## config.mk

```make
export PLATFORM = sky130hd
export DESIGN_NAME = shift_buffer_loader
export DESIGN_NICKNAME = d
export VERILOG_FILES = /design/src/rtl/shift_buffer_loader_pkg.sv /design/src/rtl/shift_buffer_loader_strobe_timer.sv /design/src/rtl/shift_buffer_loader.sv
export SDC_FILE = /design/constraint.sdc
export NUM_CORES = 1
export LEC_CHECK = 0
export ABC_AREA = 1
export BUFFER_PORTS_ARGS = -buffer_cell sky130_fd_sc_hd__buf_2
export CAP_MARGIN = 25
export CORE_MARGIN = 3
export CORE_UTILIZATION = 49
export CTS_CLUSTER_SIZE = 10
export DETAILED_ROUTE_END_ITERATION = 10
export PLACE_DENSITY = 0.86
export SETUP_SLACK_MARGIN = 0.4
export SYNTH_ARGS = -nofsm -noshare
export SYNTH_HDL_FRONTEND = slang
export SYNTH_SLANG_ARGS = --single-unit
```

## constraint.sdc

```tcl
create_clock -name clk -period 1.3 [get_ports clk]
set_input_delay 0.065 -clock clk [delete_from_list [all_inputs] [get_ports clk]]
set_output_delay 0.065 -clock clk [all_outputs]
set_load 0.005 [all_outputs]
```

## src/rtl/shift_buffer_loader_pkg.sv

```systemverilog
// Shared types and constants for the shift buffer loader.
// Buffer depth and nibble width are common to loader and buffer.
package shift_buffer_loader_pkg;

  typedef enum logic [1:0] {
    IDLE,
    SETUP,
    STROBE
  } state_t;

  localparam int NIBBLE_W  = 4;
  localparam int BUF_DEPTH = 8;

  function automatic int max2(input int a, input int b);
    return (a > b) ? a : b;
  endfunction

endpackage

```

## src/rtl/shift_buffer_loader_strobe_timer.sv

```systemverilog
// Loadable down-counter timing the HOLD and PULSE phases.
// expired is high while the count sits at zero.
module strobe_timer #(
  parameter int W = 1
) (
  input  logic         clk,
  input  logic         rst_n,
  input  logic         load,
  input  logic [W-1:0] value,
  output logic         expired
);

  logic [W-1:0] cnt;

  // Reload on request, otherwise count down and stop at zero.
  always_ff @(posedge clk or negedge rst_n) begin
    if (!rst_n) begin
      cnt <= '0;
    end else if (load) begin
      cnt <= value;
    end else if (cnt != '0) begin
      cnt <= cnt - 1'b1;
    end
  end

  assign expired = (cnt == '0);

endmodule

```

## src/rtl/shift_buffer_loader.sv

```systemverilog
// Write-side driver: takes one packed word and serializes it
// as nibble/strobe pairs into the shift buffer, nibble 0 first.
module shift_buffer_loader
  import shift_buffer_loader_pkg::*;
#(
  parameter int NIBBLES = BUF_DEPTH,
  parameter int WIDTH   = NIBBLE_W,
  parameter int HOLD    = 1,
  parameter int PULSE   = 1
) (
  input  logic                     clk,
  input  logic                     rst_n,
  input  logic [NIBBLES*WIDTH-1:0] word_in,
  input  logic                     word_valid,
  output logic                     word_ready,
  output logic [WIDTH-1:0]         data_out,
  output logic                     write_out,
  output logic                     busy,
  output logic                     done
);

  localparam int TMAX = max2(HOLD, PULSE);
  localparam int TW   = (TMAX > 1) ? $clog2(TMAX) : 1;
  localparam int IW   = (NIBBLES > 1) ? $clog2(NIBBLES) : 1;

  localparam logic [TW-1:0] HOLD_LD  = TW'(HOLD - 1);
  localparam logic [TW-1:0] PULSE_LD = TW'(PULSE - 1);
  localparam logic [IW-1:0] LAST_IDX = IW'(NIBBLES - 1);

  state_t state_q;
  state_t state_d;

  logic [NIBBLES*WIDTH-1:0] word_q;
  logic [IW-1:0]            idx_q;

  logic          t_load;
  logic [TW-1:0] t_value;
  logic          t_expired;
  logic          accept;
  logic          advance;
  logic          finish;

  strobe_timer #(
    .W(TW)
  ) u_timer (
    .clk     (clk),
    .rst_n   (rst_n),
    .load    (t_load),
    .value   (t_value),
    .expired (t_expired)
  );

  // State register.
  always_ff @(posedge clk or negedge rst_n) begin
    if (!rst_n) begin
      state_q <= IDLE;
    end else begin
      state_q <= state_d;
    end
  end

  // Next state, timer reloads and burst events.
  always_comb begin
    state_d = state_q;
    t_load  = 1'b0;
    t_value = '0;
    accept  = 1'b0;
    advance = 1'b0;
    finish  = 1'b0;
    unique case (state_q)
      IDLE: begin
        if (word_valid && word_ready) begin
          state_d = SETUP;
          t_load  = 1'b1;
          t_value = HOLD_LD;
          accept  = 1'b1;
        end
      end
      SETUP: begin
        if (t_expired) begin
          state_d = STROBE;
          t_load  = 1'b1;
          t_value = PULSE_LD;
        end
      end
      STROBE: begin
        if (t_expired) begin
          if (idx_q == LAST_IDX) begin
            state_d = IDLE;
            finish  = 1'b1;
          end else begin
            state_d = SETUP;
            t_load  = 1'b1;
            t_value = HOLD_LD;
            advance = 1'b1;
          end
        end
      end
      default: state_d = IDLE;
    endcase
  end

  // Word shifter and nibble index; the next nibble
  // sits in the low bits of word_q.
  always_ff @(posedge clk or negedge rst_n) begin
    if (!rst_n) begin
      word_q <= '0;
      idx_q  <= '0;
    end else if (accept) begin
      word_q <= word_in >> WIDTH;
      idx_q  <= '0;
    end else if (advance) begin
      word_q <= word_q >> WIDTH;
      idx_q  <= idx_q + 1'b1;
    end
  end

  // Registered outputs derived from the upcoming state.
  always_ff @(posedge clk or negedge rst_n) begin
    if (!rst_n) begin
      data_out   <= '0;
      write_out  <= 1'b0;
      busy       <= 1'b0;
      done       <= 1'b0;
      word_ready <= 1'b0;
    end else begin
      write_out  <= (state_d == STROBE);
      busy       <= (state_d != IDLE);
      word_ready <= (state_d == IDLE);
      done       <= finish;
      if (accept) begin
        data_out <= word_in[WIDTH-1:0];
      end else if (advance) begin
        data_out <= word_q[WIDTH-1:0];
      end
    end
  end

endmodule

```

## Word-level counts from Yosys, hierarchy flattened

Index checks and enable logic that the tools add are counted.

| operators by class | value |
|---|---|
| $add $sub $neg | 2 |
| reductions and logical operators | 5 |
| multiplexer cells | 23 |
| eq/ne operators | 4 |

Operator list:

| kind | count |
|---|---|
| 32-bit two-way mux | 2 |
| 1-bit two-way mux | 12 |
| 4-bit two-way mux | 2 |
| 2-bit two-way mux | 3 |
| 3-bit two-way mux | 2 |
| 2-bit case mux with 3 select lines | 1 |
| 2-bit == test, second input constant | 2 |
| 2-bit zero test | 2 |
| 2-bit nonzero test | 2 |
| 3-bit by 1-bit adder with 3-bit output, second input constant | 1 |
| 3-bit == test, second input constant | 1 |
| 1-bit case mux with 3 select lines | 1 |
| 2-bit by 1-bit == test with 1-bit output, second input constant | 1 |
| 1-bit logical AND | 1 |
| 1-bit subtractor, second input constant | 1 |

| storage, ports and cells | value |
|---|---|
| input port bits | 35 |
| output and inout bits | 8 |
| logic and storage cells | 43 |
| register bits after elaboration | 46 |

## Logic depth before layout (Yosys ltp)

Gate-level depths: netlist of run 1.

| logic depth | value |
|---|---|
| depth in word-level cells | 6 |
| mapped depth | 9 |
| mapped depth without buffers | 8 |

## By module

Synthesis of run 1 repeated with hierarchy kept, for this count alone.

| second synthesis, totals | value |
|---|---|
| cells, all modules | 226 |
| area total of the unflattened synthesis | 1905.6 sq um |

By module, submodules not included:

| module | cells an instance | seq. area each (sq um) | area an instance (sq um) | times used |
|---|---|---|---|---|
| shift_buffer_loader | 222 | 1026.0 | 1869.3 | 1 |
| strobe_timer | 4 | 25.0 | 36.3 | 1 |

## Worst setup path before layout of run 1

OpenSTA, ideal clock, no wires.

| timing path | value |
|---|---|
| path type | register to register |
| from | reg idx_q[0] |
| to | reg word_q[9] |
| data arrival time | 1.309 ns |
| data required time | 1.184 ns |
| stages on the path, launching flop included | 10 |
| setup time | 0.116 ns |
| clock period less this slack | 1.425 ns |
| setup slack | -0.125 ns |
| path buffers | 1 |
| path through | dfrtp_1 -> ha_1 -> ha_1 -> inv_2 -> nand3_4 -> nand2_4 -> inv_2 -> buf_6 -> nand2_1 -> nand2_1 |

| on the way | value |
|---|---|
| word-level cells in the longest chain between the ends | 5 |

Ends and longest elaborated chain:

| element | RTL line | text |
|---|---|---|
| from (decl) | shift_buffer_loader.sv:34 | `logic [IW-1:0] idx_q;` |
| from (signal assigned) | shift_buffer_loader.sv:114 | `idx_q <= idx_q + 1'b1;` |
| 3-bit == test | shift_buffer_loader.sv:88 | `if (idx_q == LAST_IDX) begin` |
| 1-bit two-way mux | shift_buffer_loader.sv:88 |  |
| 1-bit two-way mux | shift_buffer_loader.sv:87 | `if (t_expired) begin` |
| 1-bit two-way mux | shift_buffer_loader.sv:70 | `unique case (state_q)` |
| 2-bit nonzero test (no line) | -- |  |
| to (signal assigned) | shift_buffer_loader.sv:110 | `word_q <= word_in >> WIDTH;` |
| to (signal assigned) | shift_buffer_loader.sv:113 | `word_q <= word_q >> WIDTH;` |
| to (decl) | shift_buffer_loader.sv:33 | `logic [NIBBLES*WIDTH-1:0] word_q;` |

No other way between the ends.
A chain may end at the register's enable or synchronous reset.

## Final worst setup path of run 1

| timing path | value |
|---|---|
| from | reg idx_q[1] |
| to | reg word_q[0] |

Same word-level chain as after synthesis.

==> impl_metrics.ini, run 1 <==
[global_route]
grt_overflow = 0
antenna_found_initial = 0
grtUsageTotal = 0.206
met1_usage = 0.255
grt_max_degree = 41
use_met3 = 0.0561
globalRouteMet2Util = 0.351
grt_pass1_vias = 1878
grt_pass1_wl_um = 8160
busiest_layer = met2

[power_and_ir_drop]
p_per_area_mw_per_mm2 = 2210
vdd_drop_max_uv = 1120
leakage_nw = 1.58

[routing]
num_vias = 1908
wl_um = 5170
viasPerCell = 5.09
drtIter0Drc = 102
ant_nets = 0
drc_errors = 0
wire_per_inst_um = 13.8
firstDrtPassIters = 4

[cts]
clk_pin_slew_ns = 0.08
htree_levels = 2
clk_latency_ns = 0.30
cts_buffers = 5
root_buffer = clkbuf_8
cts_sinks = 40
cts_tree = built
clock_path_buffers = 2

[yosys]
async_reset_ff_frac = 1.00
ys_types = 17
yosysWarningCount = 0
synth_most_common_cell = nand2_1
synth.net_count = 287
synth_edf_count = 0
synth.area.top_cells = dfrtp_1 49%, nand2_1 22%, nand3_2 4.9%
synth_area_mm2 = 0.00204
yosysTopAreaCell = dfrtp_1
syn_inst = 250
syn_area_per_cell_um2 = 8.15
netlist.area_leader.share = 0.491
netlist_top_cells_count = 121 x nand2_1, 40 x dfrtp_1, 18 x inv_1
yosysSeqAreaShare = 0.491
synth_top_flop_cell = dfrtp_1
ys_ff_latch = 40

[final_layout]
num_antenna_cells = 0
final_layout_size_suffix_gt1_frac = 0.355
fillers = 273
area_delta_synth_final_pct = 40.6
multi_input_area_um2 = 940
nets = 364
final_cells = 375
seq_area_mm2 = 0.00100
post-route-util = 0.749

[run_status]
violations = setup timing
status = finished, violations left

[die]
die_y_um = 70.5
rows = 22
core_mm2 = 0.00383
dieArea_mm2 = 0.00497
die_x_um = 70.5
start_util = 0.533
io-pin-count = 43

[worst_hold_path]
hold_class = in2reg
holdCritStartpoint = word_in[9]
holdPathEnd = word_q[5]
holdPathStages = 3

[critical_path]
crit_type = reg2reg
reg2reg_from = idx_q[1]
crit_path_cell_trace = ha_2, ha_4, inv_6, nand3_4, buf_6, nand3_2, nand3_1
crit_buf_inv = 2
path_depth = 7
slowest_delay_ns = 0.39
endpoint_kind = flop
reg2reg_depth = 7
r2r_slack_ns = -0.12
r2r_end = word_q[0]
required_ns = 1.47
critPathSlowestCell = dfrtp_1
arrival_ns = 1.60
start_kind = flop
cp_max_fo = 6
critical_path.top_delay_family = flip-flops

[sta]
hold_viol_final = 0
relSlewSlack = 0.846
fin_skew_ns = 0.00318
timing.final.ws_setup_ns = -0.125
slew_viol_final = 0
max_freq_ghz = 0.702
worst_slew_pin_slew_ns = 0.231
min_period_over_period = 1.10
tns_ns = -2.46
setup_viol = 37
rsz0062_at_grt = true
fin_crit_ns = 1.42

[placed_design]
dp_slack_ns = -0.118
gp_congestion = 0.775
dp.cells = 340
dp_hpwl_um = 2890
numPortBuffers = 42

[run]
maxCapViolCount = 0
[stage by stage]
stage,total power [mW],hold slack [ns],instance area [µm²]
after detailed placement,4.61,0.0525,2350
after global placement,4.48,0.0525,2350
after floorplan,4.03,-0.231,2060
after global routing,6.85,0.0131,2870
after CTS,5.95,0.00200,2750
final,6.35,0.0106,2870
[repair_timing]
action	CTS	global route
hold endpoints to repair	56	0
setup endpoints to repair	41	45
hold buffers	17	0
gates cloned	0	1
setup buffers	6	4
gates resized for setup	21	21
pin swaps	3	7
[metal layers]
metal | part of all wire | wire length [µm]
met3 | 0.047 | 243
met2 | 0.52 | 2680
met5 | 0 | 0
met4 | 0.020 | 106
met1 | 0.41 | 2140
[cells in the final DEF (no fill, tap or decap)]
cell	n
dfrtp_2	1
nand3_4	2
dlygate4sd3_1	17
ha_2	1
buf_2	41
nor2_4	4
nand2_1	115
nand4_1	15
buf_4	13
buf_8	1
nand3_1	7
dfrtp_1	39
nand2_4	2
buf_6	7
inv_8	1
inv_2	2
buf_12	5
inv_6	1
clkbuf_8	7
inv_1	18
o21ai_2	1
nand2_2	6
nand3_2	19
inv_4	1
ha_4	1
[tightest hold or removal path: cells and delay by family]
kind / cells / cell delay, ns
buffers and inverters: 1 / 0.08
and+or+nand+nor: 2 / 0.13
[worst max-delay path by stage]
stage                 endpoint      from  slack, ns
CTS                   idx_q[0]  idx_q[0]      -0.07
global placement    word_q[23]  idx_q[0]      -0.08
finish               word_q[0]  idx_q[1]      -0.12
floorplan            word_q[9]  idx_q[0]      -0.05
detailed placement  word_q[23]  idx_q[0]      -0.12
global route        word_q[23]  idx_q[1]      -0.17
[cells by family after synthesis]
logic type / count (synthesis) / share of synthesized area
AND/OR/NAND/NOR: 170 / 0.390
flip-flops: 40 / 0.491
AO/OA/AOI/OAI: 1 / 0.00245
buffers and inverters: 37 / 0.104
adder cells (fa/ha/maj): 2 / 0.0123
[where the power goes]
| group | switching (mW) | internal (mW) | leakage [nW] |
|---|---|---|---|
| Clock | 0.429 | 0.473 | 0.0503 |
| Sequential | 0.373 | 1.85 | 0.494 |
| Combinational | 1.75 | 1.47 | 1.04 |
[registers in the layout, indices dropped and copies added (netlist names)]
name        cells
busy            1
data_out        4
done            1
idx_q           3
state_q         2
word_q         28
word_ready      1
[final cells by class]
type,instances,area share
multi-input combinational,173,0.328
inverter,23,0.0354
timing repair buffer,84,0.233
clock buffer,7,0.0336
tap,48,0.0210
sequential,40,0.350
Power figures use the tool's default switching activity.
==> run 2, diff against run 1 <==
--- a/config.mk
+++ b/config.mk
@@ -6,13 +6,14 @@
 export NUM_CORES = 1
 export LEC_CHECK = 0
 export ABC_AREA = 1
-export BUFFER_PORTS_ARGS = -buffer_cell sky130_fd_sc_hd__buf_2
 export CAP_MARGIN = 25
 export CORE_MARGIN = 3
-export CORE_UTILIZATION = 49
+export CORE_UTILIZATION = 53
 export CTS_CLUSTER_SIZE = 10
 export DETAILED_ROUTE_END_ITERATION = 10
-export PLACE_DENSITY = 0.86
+export DONT_BUFFER_PORTS = 1
+export GPL_ROUTABILITY_DRIVEN = 0
+export PLACE_DENSITY = 0.81
 export SETUP_SLACK_MARGIN = 0.4
 export SYNTH_ARGS = -nofsm -noshare
 export SYNTH_HDL_FRONTEND = slang
==> constraint.sdc (replaced) <==
create_clock -name clk -period 1.2 [get_ports clk]
set_input_delay 0.06 -clock clk [delete_from_list [all_inputs] [get_ports clk]]
set_output_delay 0.06 -clock clk [all_outputs]
set_load 0.005 [all_outputs]
==> impl_metrics.ini, run 2 (synthesis results as in run 1) <==
[run_status]
status = finished, violations left
violations = hold timing, setup timing

[power_and_ir_drop]
leakage_nw = 1.47
p_int_mw = 4.17
p_per_area_mw_per_mm2 = 2500
p_sw_mw = 2.81
seqPwrFrac = 0.352
total_power_mw = 6.97
pwr-share-clk = 0.164
vdd_drop_max_uv = 1540
combPwrFrac = 0.484
switching_share = 0.402

[final_layout]
multi_input_area_um2 = 928
area_delta_synth_final_pct = 37.1
reg_top3 = word_q: 28 flops, data_out: 4 flops, idx_q: 3 flops
largest_reg_flops = 28
mostFrequentLayoutCells = 120 x nand2_1, 39 x dfrtp_1, 32 x dlygate4sd3_1
nets = 333
layout_commonest_cell = nand2_1
final_layout_size_suffix_gt1_frac = 0.232
fillers = 233
final_cells = 343
largest_register = word_q
postLayoutCellArea_mm2 = 0.00279
seq_area_mm2 = 0.00100
post-route-util = 0.794
num_antenna_cells = 0

[critical_path]
crit_type = reg2reg
crit_path_start = idx_q[0]
critical_path.top_delay_family = flip-flops
arrival_ns = 1.66
crit_end = word_q[0]
slowest_delay_ns = 0.41
crit_buf_inv = 3
reg2reg_from = idx_q[0]
cp_max_fo = 6
endpoint_kind = flop
path_depth = 8
required_ns = 1.44
r2r_end = word_q[0]
reg2reg_depth = 8
crit_path_cell_trace = ha_2, ha_4, clkinv_4, nand3_4, inv_4, buf_6, nand2_1, nand3_2
r2r_slack_ns = -0.22
critPathSlowestCell = dfrtp_1
start_kind = flop

[routing]
ant_nets = 0
drtIter0Drc = 128
wl_um = 5160
wire_per_inst_um = 15.0
drc_errors = 0
firstDrtPassIters = 4
num_vias = 1780
viasPerCell = 5.19

[sta]
worst_slew_pin_slew_ns = 0.175
timing.final.ws_setup_ns = -0.220
setup_viol = 38
fin_crit_ns = 1.42
min_period_over_period = 1.18
fin_skew_ns = 0.00914
hold_viol_final = 40
rsz0062_at_grt = true
hold-worst-slack_ns = -0.558
max_freq_ghz = 0.704
tns_ns = -7.11
slew_viol_final = 0
relSlewSlack = 0.883

[run]
maxCapViolCount = 0

[global_route]
grt_pass1_wl_um = 7550
grt_max_degree = 41
grt_overflow = 0
antenna_found_initial = 0
use_met3 = 0.0575
grt_pass1_vias = 1658
globalRouteMet2Util = 0.374
met1_usage = 0.278
grtUsageTotal = 0.220
busiest_layer = met2

[cts]
clk_latency_ns = 0.30
hold_buffers = 32
clock_path_buffers = 2
clk_pin_slew_ns = 0.09
root_buffer = clkbuf_8
htree_levels = 2
cts_tree = built
cts_sinks = 40
cts_buffers = 5

[die]
die_x_um = 68.0
die_y_um = 68.0
rows = 21
io-pin-count = 43
dieArea_mm2 = 0.00463
core_mm2 = 0.00352
start_util = 0.579

[placed_design]
dp_hpwl_um = 2830
placed_cell_area_mm2 = 0.00214
numPortBuffers = 0
dp.cells = 298

[worst_hold_path]
hold_class = in2async
run 2: power by group through the flow:
stage / Clock, mW / Sequential [mW] / Combinational [mW]
after floorplan: 0 / 2.32 / 2.04
after global placement: 0 / 2.41 / 2.39
after detailed placement: 0 / 2.44 / 2.50
after CTS: 1.16 / 2.43 / 2.79
after global routing: 1.22 / 2.53 / 3.72
final: 1.14 / 2.45 / 3.38
run 2: per-stage QoR:
step,hold WS [ns],setup WS [ns]
after global routing,-0.580,-0.279
after detailed placement,-0.235,-0.238
after CTS,-0.566,-0.175
after floorplan,-0.236,-0.149
after global placement,-0.235,-0.167
final,-0.558,-0.220
run 2: cell type report:
cell class / instances / share of cell area
Clock buffer: 5 / 0.0246
Clock inverter: 3 / 0.0166
Inverter: 23 / 0.0363
Multi-Input combinational cell: 173 / 0.332
Sequential cell: 40 / 0.359
Tap cell: 46 / 0.0206
Timing Repair Buffer: 53 / 0.211
run 2: how the worst min path moves through the flow:
stage / depth (start not counted) / startpoint / to
3_3_place_gp: 0 / rst_n / busy
2_1_floorplan: 0 / rst_n / busy
3_5_place_dp: 0 / rst_n / word_ready
5_1_grt: 0 / rst_n / word_q[22]
6_report: 0 / rst_n / word_q[22]
4_1_cts: 0 / rst_n / word_q[10]
run 2: per-layer routing:
| layer | part of all wire | vias up |
|---|---|---|
| met5 | 0 | - |
| met4 | 0.012 | 0 |
| met3 | 0.052 | 8 |
| met2 | 0.54 | 67 |
| met1 | 0.40 | 834 |
| li1 | - | 871 |
run 2: what timing repair did:
item	in CTS	in global routing
buffers inserted	0	2
endpoints found under the hold margin	72	40
pin swaps	0	3
resized for setup	17	19
cloned	0	3
setup endpoints to repair	42	45
==> run 3, diff against run 2 <==
--- a/config.mk
+++ b/config.mk
@@ -8,12 +8,12 @@
 export ABC_AREA = 1
 export CAP_MARGIN = 25
 export CORE_MARGIN = 3
-export CORE_UTILIZATION = 53
+export CORE_UTILIZATION = 56
 export CTS_CLUSTER_SIZE = 10
 export DETAILED_ROUTE_END_ITERATION = 10
 export DONT_BUFFER_PORTS = 1
 export GPL_ROUTABILITY_DRIVEN = 0
-export PLACE_DENSITY = 0.81
+export PLACE_DENSITY = 0.84
 export SETUP_SLACK_MARGIN = 0.4
 export SYNTH_ARGS = -nofsm -noshare
 export SYNTH_HDL_FRONTEND = slang
==> impl_metrics.ini, run 3 (synthesis results as in run 1) <==
[critical_path]
critical_path.top_delay_family = flip-flops
start_kind = flop
arrival_ns = 1.69
crit_type = reg2reg
crit_path_cell_trace = ha_4, ha_4, clkinv_4, nand3_4, inv_4, clkbuf_16, nand2_1, nand3_1
crit_buf_inv = 3
cp_max_fo = 5
required_ns = 1.49
critPathSlowestCell = dfrtp_1
slowest_delay_ns = 0.43
endpoint_kind = flop
cp_common_cell = ha_4

[die]
rows = 21
dieArea_mm2 = 0.00440
core_mm2 = 0.00342
die_x_um = 66.3
die_y_um = 66.3
start_util = 0.597
io-pin-count = 43

[global_route]
grt_pass1_wl_um = 7440
grt_max_degree = 41
antenna_found_initial = 0
grt_overflow = 0
grt_pass1_vias = 1705
grtUsageTotal = 0.226

[sta]
setup_viol = 38
worst_slew_pin_slew_ns = 0.272
timing.final.ws_setup_ns = -0.201
relSlewSlack = 0.818
rsz0062_at_grt = true
max_freq_ghz = 0.714
fin_crit_ns = 1.40
fin_skew_ns = 0.00774
min_period_over_period = 1.17
hold_viol_final = 40
hold-worst-slack_ns = -0.614
slew_viol_final = 0

[power_and_ir_drop]
p_per_area_mw_per_mm2 = 2370
leakage_nw = 1.44
vdd_drop_max_uv = 1310

[cts]
root_buffer = clkbuf_4
htree_levels = 2
hold_buffers = 32
clk_latency_ns = 0.35
cts_buffers = 5
cts_tree = built
cts_sinks = 40
clock_path_buffers = 2
clk_pin_slew_ns = 0.11

[final_layout]
postLayoutCellArea_mm2 = 0.00271
nets = 330
reg_top3 = word_q: 28 flops, data_out: 4 flops, idx_q: 3 flops
mostFrequentLayoutCells = 114 x nand2_1, 39 x dfrtp_1, 32 x dlygate4sd3_1
final_layout_size_suffix_gt1_frac = 0.232
num_antenna_cells = 0
largest_reg_flops = 28
largest_register = word_q
final_cells = 339
area_delta_synth_final_pct = 33.1
layout_commonest_cell = nand2_1

[routing]
drc_errors = 0
wire_per_inst_um = 14.8
wl_um = 5010
firstDrtPassIters = 4
drtIter0Drc = 102
num_vias = 1833
viasPerCell = 5.41
ant_nets = 0

[run_status]
violations = hold timing, setup timing
status = finished, violations left

[placed_design]
numPortBuffers = 0
dp.cells = 296
placed_cell_area_mm2 = 0.00211
dp_hpwl_um = 2700
dp_slack_ns = -0.214

[worst_hold_path]
hold_class = in2async

[run]
maxCapViolCount = 0
## run 3: cell count changes in the layout (fill, tap and decap cells not counted), moves of 2 or more
cell	change
buf_12	-3
buf_4	-2
buf_8	+2
clkbuf_4	+5
clkbuf_8	-3
nand2_1	-6
nand2_2	+4
nand2_4	+2
nand3_1	+2
nand3_2	-3
## run 3: metrics by stage
stage | utilization | power (mW) | setup TNS, ns
2_1_floorplan | - | 4.36 | -4.39
3_3_place_gp | 0.617 | 4.72 | -4.35
3_5_place_dp | 0.617 | 4.85 | -6.37
4_1_cts | 0.755 | 5.96 | -5.18
5_1_grt | 0.795 | 6.91 | -8.51
6_report | 0.795 | 6.43 | -5.61
## run 3: report_power, final
| group | switching (mW) | total, mW | internal [mW] |
|---|---|---|---|
| clock network | 0.422 | 0.754 | 0.332 |
| logic | 1.77 | 3.19 | 1.41 |
| registers | 0.492 | 2.49 | 2.00 |
## run 3: cell type report
| type | instances | area [µm²] |
|---|---|---|
| clock buffer | 7 | 65.1 |
| fill | 214 | 702 |
| inverter | 23 | 101 |
| multi-input combinational | 173 | 957 |
| sequential | 40 | 1000 |
| tap | 46 | 57.6 |
| timing repair buffer | 50 | 531 |
## run 3: path summary, 6_finish.rpt
kind / start / end / slack (ns) / depth (start not counted)
min in group clk: word_valid / idx_q[0] / 0.07 / 5
max: idx_q[1] / word_q[1] / -0.20 / 8
max in group asynchronous: rst_n / word_q[18] / 1.72 / 0
max reg2reg: idx_q[1] / word_q[1] / -0.20 / 8
min: rst_n / data_out[2] / -0.61 / 0
min reg2reg: word_q[19] / word_q[19] / 0.49 / 2
## run 3: routing by layer
| layer | vias to the layer above | wire length (µm) | track usage |
|---|---|---|---|
| met5 | - | 0 | 0 |
| met3 | 15 | 297 | 0.0629 |
| met2 | 75 | 2540 | 0.373 |
| met1 | 874 | 2000 | 0.282 |
| met4 | 0 | 170 | 0.0812 |
| li1 | 869 | - | - |
## run 3: worst reg2reg max path, delay by kind of cell, from the launching register on
kind	cells	cell delay (ns)
flops	1	0.43
fa+ha+maj	2	0.34
buf+inv	3	0.33
simple gates	3	0.24
## run 3: timing repair
action	in CTS	in global routing
resized for setup	19	26
hold endpoints to repair	72	40
cloned	0	1
setup endpoints to repair	48	48
pin swaps	3	10
buffers inserted	3	0
